<file path="src/rtl/aes_round_scheduler.sv">
// Recirculating AES round scheduler: admits blocks, issues one datapath pass per cycle, buffers results.
// Latency: round k issued LAT*k cycles after admission; out_valid (NR+1)*LAT+1 cycles after admission.
// Backpressure: admission gated by credits (inflight + buffered < OUT_DEPTH); completions never stall.
module aes_round_scheduler #(
  parameter int LAT       = 4,
  parameter int TAG_W     = 4,
  parameter int OUT_DEPTH = 4
) (
  input  logic             clk,
  input  logic             rst,
  input  logic             in_valid,
  output logic             in_ready,
  input  logic [127:0]     in_data,
  input  logic [TAG_W-1:0] in_tag,
  input  logic             in_mode,
  input  logic [1:0]       in_nr_sel,
  output logic             iss_valid,
  output logic [127:0]     iss_data,
  output logic [3:0]       iss_round,
  output logic             iss_last,
  output logic             iss_mode,
  input  logic [127:0]     ret_data,
  output logic             out_valid,
  input  logic             out_ready,
  output logic [127:0]     out_data,
  output logic [TAG_W-1:0] out_tag,
  output logic             out_mode,
  output logic             busy
);

  localparam int PW   = $clog2(OUT_DEPTH);
  localparam int CW   = PW + 1;
  localparam int SUMW = CW + 1;
  localparam logic [SUMW-1:0] DEPTH_V = SUMW'(OUT_DEPTH);

  // Per-pass bookkeeping travelling alongside the data in the external datapath
  typedef struct packed {
    logic             vld;
    logic [3:0]       round;
    logic [3:0]       nr;
    logic [TAG_W-1:0] tag;
    logic             mode;
  } meta_t;

  typedef struct packed {
    logic [127:0]     data;
    logic [TAG_W-1:0] tag;
    logic             mode;
  } ent_t;

  meta_t         meta_q [LAT];
  meta_t         meta_d;
  meta_t         tail;
  ent_t          mem_q [OUT_DEPTH];
  logic [CW-1:0] inflight_q, inflight_d;
  logic [CW-1:0] fifo_cnt_q, fifo_cnt_d;
  logic [PW-1:0] wr_ptr_q, wr_ptr_d;
  logic [PW-1:0] rd_ptr_q, rd_ptr_d;
  logic [SUMW-1:0] occupancy;
  logic          recirc, done, credit_ok, admit, pop;
  logic [3:0]    adm_nr;

  assign tail      = meta_q[LAT-1];
  assign recirc    = !rst && tail.vld && (tail.round < tail.nr);
  assign done      = !rst && tail.vld && (tail.round == tail.nr);
  assign occupancy = {1'b0, inflight_q} + {1'b0, fifo_cnt_q};
  assign credit_ok = occupancy < DEPTH_V;
  assign in_ready  = !rst && !recirc && credit_ok;
  assign admit     = in_valid && in_ready;
  assign out_valid = (fifo_cnt_q != '0);
  assign pop       = out_valid && out_ready;
  assign busy      = (inflight_q != '0) || (fifo_cnt_q != '0);

  // Output bus reads zero whenever nothing is buffered
  assign out_data  = out_valid ? mem_q[rd_ptr_q].data : '0;
  assign out_tag   = out_valid ? mem_q[rd_ptr_q].tag  : '0;
  assign out_mode  = out_valid ? mem_q[rd_ptr_q].mode : 1'b0;

  // Key-length select to round count; code 3 aliases to AES-128
  always_comb begin
    case (in_nr_sel)
      2'd1:    adm_nr = 4'd12;
      2'd2:    adm_nr = 4'd14;
      default: adm_nr = 4'd10;
    endcase
  end

  // Issue arbitration: returning blocks with rounds left win over new admissions
  always_comb begin
    meta_d   = '0;
    iss_data = in_data;
    if (recirc) begin
      meta_d.vld   = 1'b1;
      meta_d.round = tail.round + 4'd1;
      meta_d.nr    = tail.nr;
      meta_d.tag   = tail.tag;
      meta_d.mode  = tail.mode;
      iss_data     = ret_data;
    end else if (admit) begin
      meta_d.vld   = 1'b1;
      meta_d.round = 4'd0;
      meta_d.nr    = adm_nr;
      meta_d.tag   = in_tag;
      meta_d.mode  = in_mode;
    end
    iss_valid = meta_d.vld;
    iss_round = meta_d.round;
    iss_last  = meta_d.vld && (meta_d.round == meta_d.nr);
    iss_mode  = meta_d.mode;
  end

  // Occupancy counters and FIFO pointer next-state
  always_comb begin
    inflight_d = inflight_q;
    fifo_cnt_d = fifo_cnt_q;
    wr_ptr_d   = wr_ptr_q;
    rd_ptr_d   = rd_ptr_q;
    case ({admit, done})
      2'b10:   inflight_d = inflight_q + CW'(1);
      2'b01:   inflight_d = inflight_q - CW'(1);
      default: inflight_d = inflight_q;
    endcase
    case ({done, pop})
      2'b10:   fifo_cnt_d = fifo_cnt_q + CW'(1);
      2'b01:   fifo_cnt_d = fifo_cnt_q - CW'(1);
      default: fifo_cnt_d = fifo_cnt_q;
    endcase
    if (done) wr_ptr_d = wr_ptr_q + PW'(1);
    if (pop)  rd_ptr_d = rd_ptr_q + PW'(1);
  end

  // Metadata delay line and counters; reset discards every in-flight and buffered block
  always_ff @(posedge clk) begin
    if (rst) begin
      for (int i = 0; i < LAT; i++) meta_q[i] <= '0;
      inflight_q <= '0;
      fifo_cnt_q <= '0;
      wr_ptr_q   <= '0;
      rd_ptr_q   <= '0;
    end else begin
      meta_q[0] <= meta_d;
      for (int i = 1; i < LAT; i++) meta_q[i] <= meta_q[i-1];
      inflight_q <= inflight_d;
      fifo_cnt_q <= fifo_cnt_d;
      wr_ptr_q   <= wr_ptr_d;
      rd_ptr_q   <= rd_ptr_d;
    end
  end

  // Completed block captured straight from the datapath return bus
  always_ff @(posedge clk) begin
    if (done) begin
      mem_q[wr_ptr_q].data <= ret_data;
      mem_q[wr_ptr_q].tag  <= tail.tag;
      mem_q[wr_ptr_q].mode <= tail.mode;
    end
  end

endmodule

</file>
<file path="config.mk">
export PLATFORM = sky130hd
export DESIGN_NAME = aes_round_scheduler
export DESIGN_NICKNAME = d
export VERILOG_FILES = /design/src/rtl/aes_round_scheduler.sv
export SDC_FILE = /design/constraint.sdc
export NUM_CORES = 1
export LEC_CHECK = 0
export ABC_AREA = 1
export CORE_MARGIN = 5
export CORE_UTILIZATION = 35
export CTS_BUF_LIST = sky130_fd_sc_hd__clkbuf_8 sky130_fd_sc_hd__clkbuf_16
export DETAILED_ROUTE_END_ITERATION = 6
export GPL_ROUTABILITY_DRIVEN = 1
export PLACE_DENSITY = 0.57
export SLEW_MARGIN = 20
export SYNTH_ARGS = -nofsm -noshare
export SYNTH_HDL_FRONTEND = slang
export SYNTH_SLANG_ARGS = --single-unit
</file>
<file path="constraint.sdc">
create_clock -name clk -period 12.82 [get_ports clk]
set_clock_uncertainty 0.05 [all_clocks]
set_input_delay 3.205 -clock clk [delete_from_list [all_inputs] [get_ports clk]]
set_output_delay 3.205 -clock clk [all_outputs]
set_load 0.005 [all_outputs]
</file>
==> After elaboration in Yosys (flattened, before gate mapping) <==
Memories as Yosys holds them, arrays and structs flattened. A register that Yosys moved wholly into a read port is not among the register bits.
Cells that the tools add are included.
{ "word_totals": {"register_bits": 10, "latchBits": 0, "mem_bits_rw": 588, "romBits": 0, "in_bits": 267, "out_inout_bits": 271, "elab_cells": 63, "n_memories": 2} }
{ "memory_table": {"columns": ["name", "words", "word_bits", "read_ports", "rd_ports_with_merged_regs", "wr", "line", "source"], "rows": [
  ["mem_q", 4, 133, 1, 1, 1, "54", "ent_t mem_q [OUT_DEPTH];"],
  ["meta_q", 4, 14, 4, 0, 4, "51", "meta_t meta_q [LAT];"]
]} }
{ "classes": {"addsub": 8, "multipliers": 0, "div_mod_pow": 0, "n_lt_le_gt_ge": 2, "eq_ne": 8, "shifts": 0, "n_mux": 20, "bitwise": 4, "reduce_logical": 15} }
{ "op_table": {"columns": ["cell", "n"], "rows": [
  ["2-to-1 mux 128 bit", 2],
  ["2-to-1 mux 14 bit", 6],
  ["case mux 3 bit (2 select lines)", 3],
  ["== test 4 bit", 2],
  ["logical AND 1 bit", 8],
  ["adder 3 x 1 -> 3 bit (second input constant)", 2],
  ["== test 2 x 1 -> 1 bit (second input constant)", 3],
  ["== test 2 bit (second input constant)", 3],
  ["2-to-1 mux 1 bit", 6],
  ["nonzero test 3 bit", 2],
  ["subtractor 3 x 1 -> 3 bit (second input constant)", 2],
  ["adder 2 x 1 -> 2 bit (second input constant)", 2],
  ["adder 3 x 3 -> 4 bit", 1],
  ["adder 4 x 1 -> 4 bit (second input constant)", 1],
  ["less-than comparator 4 x 3 -> 1 bit (second input constant)", 1],
  ["less-than comparator 4 bit", 1],
  ["2-to-1 mux 2 bit", 2],
  ["2-to-1 mux 4 bit", 1],
  ["OR 1 bit", 4],
  ["nonzero test 2 bit", 2],
  ["zero test 1 bit", 2],
  ["logical OR 1 bit", 1]
]} }

==> Logic depth before layout (Yosys ltp) <==
{ "logic_depth": {"depth_word": 11, "ltp_mapped": 18, "mapped_depth_nobuf": 17} }

==> Least setup slack after synthesis <==
Ideal clock, no wire load.
{ "synth_timing": {"path_type": "in2reg", "startpoint": "input rst", "endpoint": "memory mem_q[0][0] (netlist bit) (enable)", "setup_time_ns": 0.628, "arrival_ns": 9.352, "required_time_ns": 12.142, "slack_ns": 2.791, "cell_stages": 5, "n_path_buf": 1, "path_cell_list": "buf_6 > inv_4 > and3_1 > nand3_1 > nor2_1"} }
{ "synth_via": {"elab_chain_cells": 5} }
{ "synth_lines": {"columns": ["item", "line", "source"], "rows": [
  ["start: declaration", "10", "input logic rst,"],
  ["zero test 1 bit", "65", "assign done = !rst && tail.vld && (tail.round == tail.nr);"],
  ["logical AND 1 bit (2 in series)", "65", null],
  ["2-to-1 mux 1 bit", "152", "if (done) begin"],
  ["2-to-1 mux 1 bit (implied by the code)", "155", "mem_q[wr_ptr_q].mode <= tail.mode;"],
  ["end: declaration", "54", null]
]} }
Every way passes these cells.

==> Final worst setup path <==
{ "layout_timing": {"startpoint": "input rst", "endpoint": "output iss_data[97]"} }
{ "layout_via": {"elab_chain_cells": 4} }
{ "layout_lines": {"columns": ["item", "line", "source"], "rows": [
  ["zero test 1 bit", "64", "assign recirc = !rst && tail.vld && (tail.round < tail.nr);"],
  ["logical AND 1 bit (2 in series)", "64", null],
  ["2-to-1 mux 128 bit", "92", "if (recirc) begin"],
  ["end: declaration", "18", "output logic [127:0] iss_data,"]
]} }
Every way passes these cells.

==> reports/qor.yml <==
routing:
  detail_route.first_pass.iterations: 5
  num_vias: 18015
  detail_route.wl_per_cell_um: 18.4
  drt_iter0_drc: 1167
  viasPerCell: 4.78
  wirelength_um: 69400
  drtAntennaViolNets: 0
  drc: 0
placement:
  dpl_cell_area_mm2: 0.0307
  numPortBuffers: 537
  gp_congestion: 0.745
  place_inst: 3658
  dp_hpwl_um: 41500
cts:
  ctsResizeCount: 0
  insertion_delay_ps: 600
  htreeDepth: 2
  clock_tree.root_cell: "clkbuf_16"
  cts_tree: "yes"
  cts_buffers: 61
  postCtsSetupRepairBufs: 0
  clock-sinks: 600
  clock_path_buffers: 3
  ctsHoldBuffers: 0
  clk_pin_slew_ps: 60
timing:
  tightest_slew_ps: 1030
  max-slew-margin-rel_pct: 31.2
  period_share_pct: 82.3
  fmax_ghz: 0.0948
  setup_viol: 0
  worst_hold_slack_ps: 340
  drv_slew: 0
  fin_setup_tns_ps: 0
  hold_viol_final: 0
  rsz0062_at_grt: "no"
  fin_crit_ps: 10550
outcome:
  status: "finished, final reports clean"
logic_synthesis:
  ys_seq_elements: 600
  netlist_area_mm2: 0.0246
  synth_nets: 2586
  yosysTopAreaCell: "edfxtp_1"
  synth.distinct_cells: 28
  ys_top_cells_by_area: "edfxtp_1 (65%), nor2_1 (9.0%), nand2_1 (6.3%)"
  synth_top_area_share_pct: 64.8
  syn_avg_cell_area_um2: 10.7
  seq_area_frac_synth_pct: 70.4
  syn_inst: 2303
  synth_warnings: 0
power_and_ir_drop:
  vdd_drop_max_mv: 0.0963
  powerDensity_mw_per_mm2: 125
  comb_power_share_pct: 6.4
  seqPwrFrac_pct: 52.3
  power_switching_share_pct: 20.1
  p_leak_uw: 0.0117
  power.share.clock_pct: 41.4
  power.internal_uw: 3270
  switchingPower_uw: 820
floorplanning:
  initial_core_util_pct: 35.2
  die_area_mm2: 0.0758
  core_area_mm2: 0.0699
  num_rows: 97
  die_width_um: 275
  ios: 538
  die_h_um: 275
global_route:
  grt_max_degree: 156
  grt_usage_pct: 17.4
  grt-ovfl-total: 0
  antenna_found_initial: 2
  grt_pass1_vias: 17744
  grt_pass1_wl_um: 103000
flow_run:
  drv_cap: 0
setup_path:
  cp.arrival_ps: 7290
  cp-end-kind: "output port"
  path_class: "in -> out"
  cp-start-kind: "input pin"
  crit_required_ps: 9560
  crit_fanout: 142
worst_hold_path:
  hp-class: "reg -> reg"
layout:
  fin_cells: 3771
  final_nets: 3065
  fin_area_mm2: 0.0327
  area_growth_pct: 32.8
  drive_above_1_share_pct: 4.38
==> cell families (layout without fill, tap and decap cells) <==
kind of cell	after synthesis	after routing	share of synthesized area, %
xor gates and xnor gates	1	1	0.0356
other	0	1	0
DFF	600	600	70.4
buffers and inverters	226	753	3.98
and+or+nand+nor	1033	1033	16.0
adders and majority gates	16	16	0.874
AOI/OAI and AO/OA	427	427	8.69
==> flip-flops by register name, indices dropped and copies added (netlist names), named ones only <==
name and count:
inflight_q 3, wr_ptr_q 2, mem_q 532, rd_ptr_q 2, fifo_cnt_q 3, meta_q 56
==> cells in the mapped netlist <==
cell and number:
nor2_1 593, nor3_1 1, inv_2 3, nor3_2 1, nand3_4 1, nor2_4 2
inv_4 1, nand2_1 414, buf_6 3, or2_2 1, nand2_4 1, buf_2 67
o21ai_1 6, fa_1 2, clkbuf_1 61, dfxtp_1 68, o21ai_0 272, buf_1 5
nand3_1 14, inv_1 80, a21oi_1 148, xor2_1 1, buf_4 6, and3_1 1
edfxtp_1 532, ha_1 14, nand4_1 4, o21ai_2 1
==> area by class of cell <==
type | instances | area (um2)
multi-input cells | 1477 | 6360
clock buffers | 65 | 1590
flip-flops and latches | 600 | 17300
clock inverters | 46 | 337
repair buffers | 558 | 5570
well taps | 940 | 1180
fillers | 6354 | 37200
inverters | 84 | 328
diodes | 1 | 2.50
==> final timing paths <==
kind	slack (ps)	endpoint	depth (start not counted)	from
max	2270	iss_data[97]	11	rst
min	340	meta_q[0][17]	2	meta_q[0][3]
max reg2reg	8580	inflight_q[2]	16	meta_q[0][50]
min reg2reg	340	meta_q[0][17]	2	meta_q[0][3]
==> metal layers <==
layer | global-route usage (%) | vias to the layer above | share of wire [%]
met3 | 3.35 | 88 | 6.3
met4 | 3.94 | 2 | 2.0
met2 | 31.0 | 489 | 51
met5 | 0 | - | 0.019
met1 | 22.0 | 8705 | 41
li1 | - | 8731 | -
==> stage by stage <==
stage,setup slack [ps],power [uW],util [%]
after floorplan,2790,2250,-
after detailed placement,2250,2440,44.0
after global placement,2380,2430,44.0
after CTS,2250,4140,46.7
after global routing,1880,4250,46.8
final,2270,4090,46.8
==> critical path, cell delays in order <==
cell,delay [ps]
clkdlybuf4s50_1,390
buf_4,280
inv_4,170
nand3_4,90
nor2_4,150
nand2_8,480
inv_4,1000
buf_4,630
nand2_1,140
nand2_1,100
clkdlybuf4s50_1,500
==> power by group through the flow <==
stage          Sequential, uW  Combinational, uW  Clock [uW]
3_5_place_dp             2180                262           0
2_1_floorplan            2180               69.2           0
6_report                 2140                260        1690
5_1_grt                  2140                282        1830
4_1_cts                  2140                263        1740
3_3_place_gp             2180                257           0
==> layout by cell type (no fill, tap or decap), types with 2 or more instances in the layout <==
master / instances
clkdlybuf4s50_1: 537
nor2_4: 6
nand2_1: 414
buf_6: 2
nand4_1: 4
inv_1: 92
edfxtp_1: 532
nor2_1: 589
clkbuf_8: 3
bufinv_16: 5
clkbuf_16: 62
nand3_1: 14
o21ai_1: 6
dfxtp_1: 66
clkinv_1: 13
buf_4: 17
clkinvlp_4: 2
fa_1: 2
inv_4: 3
ha_1: 14
inv_6: 2
clkinv_2: 12
a21oi_1: 148
o21ai_0: 272
dfxtp_4: 2
Note: power is estimated with default switching activity, not from simulation.
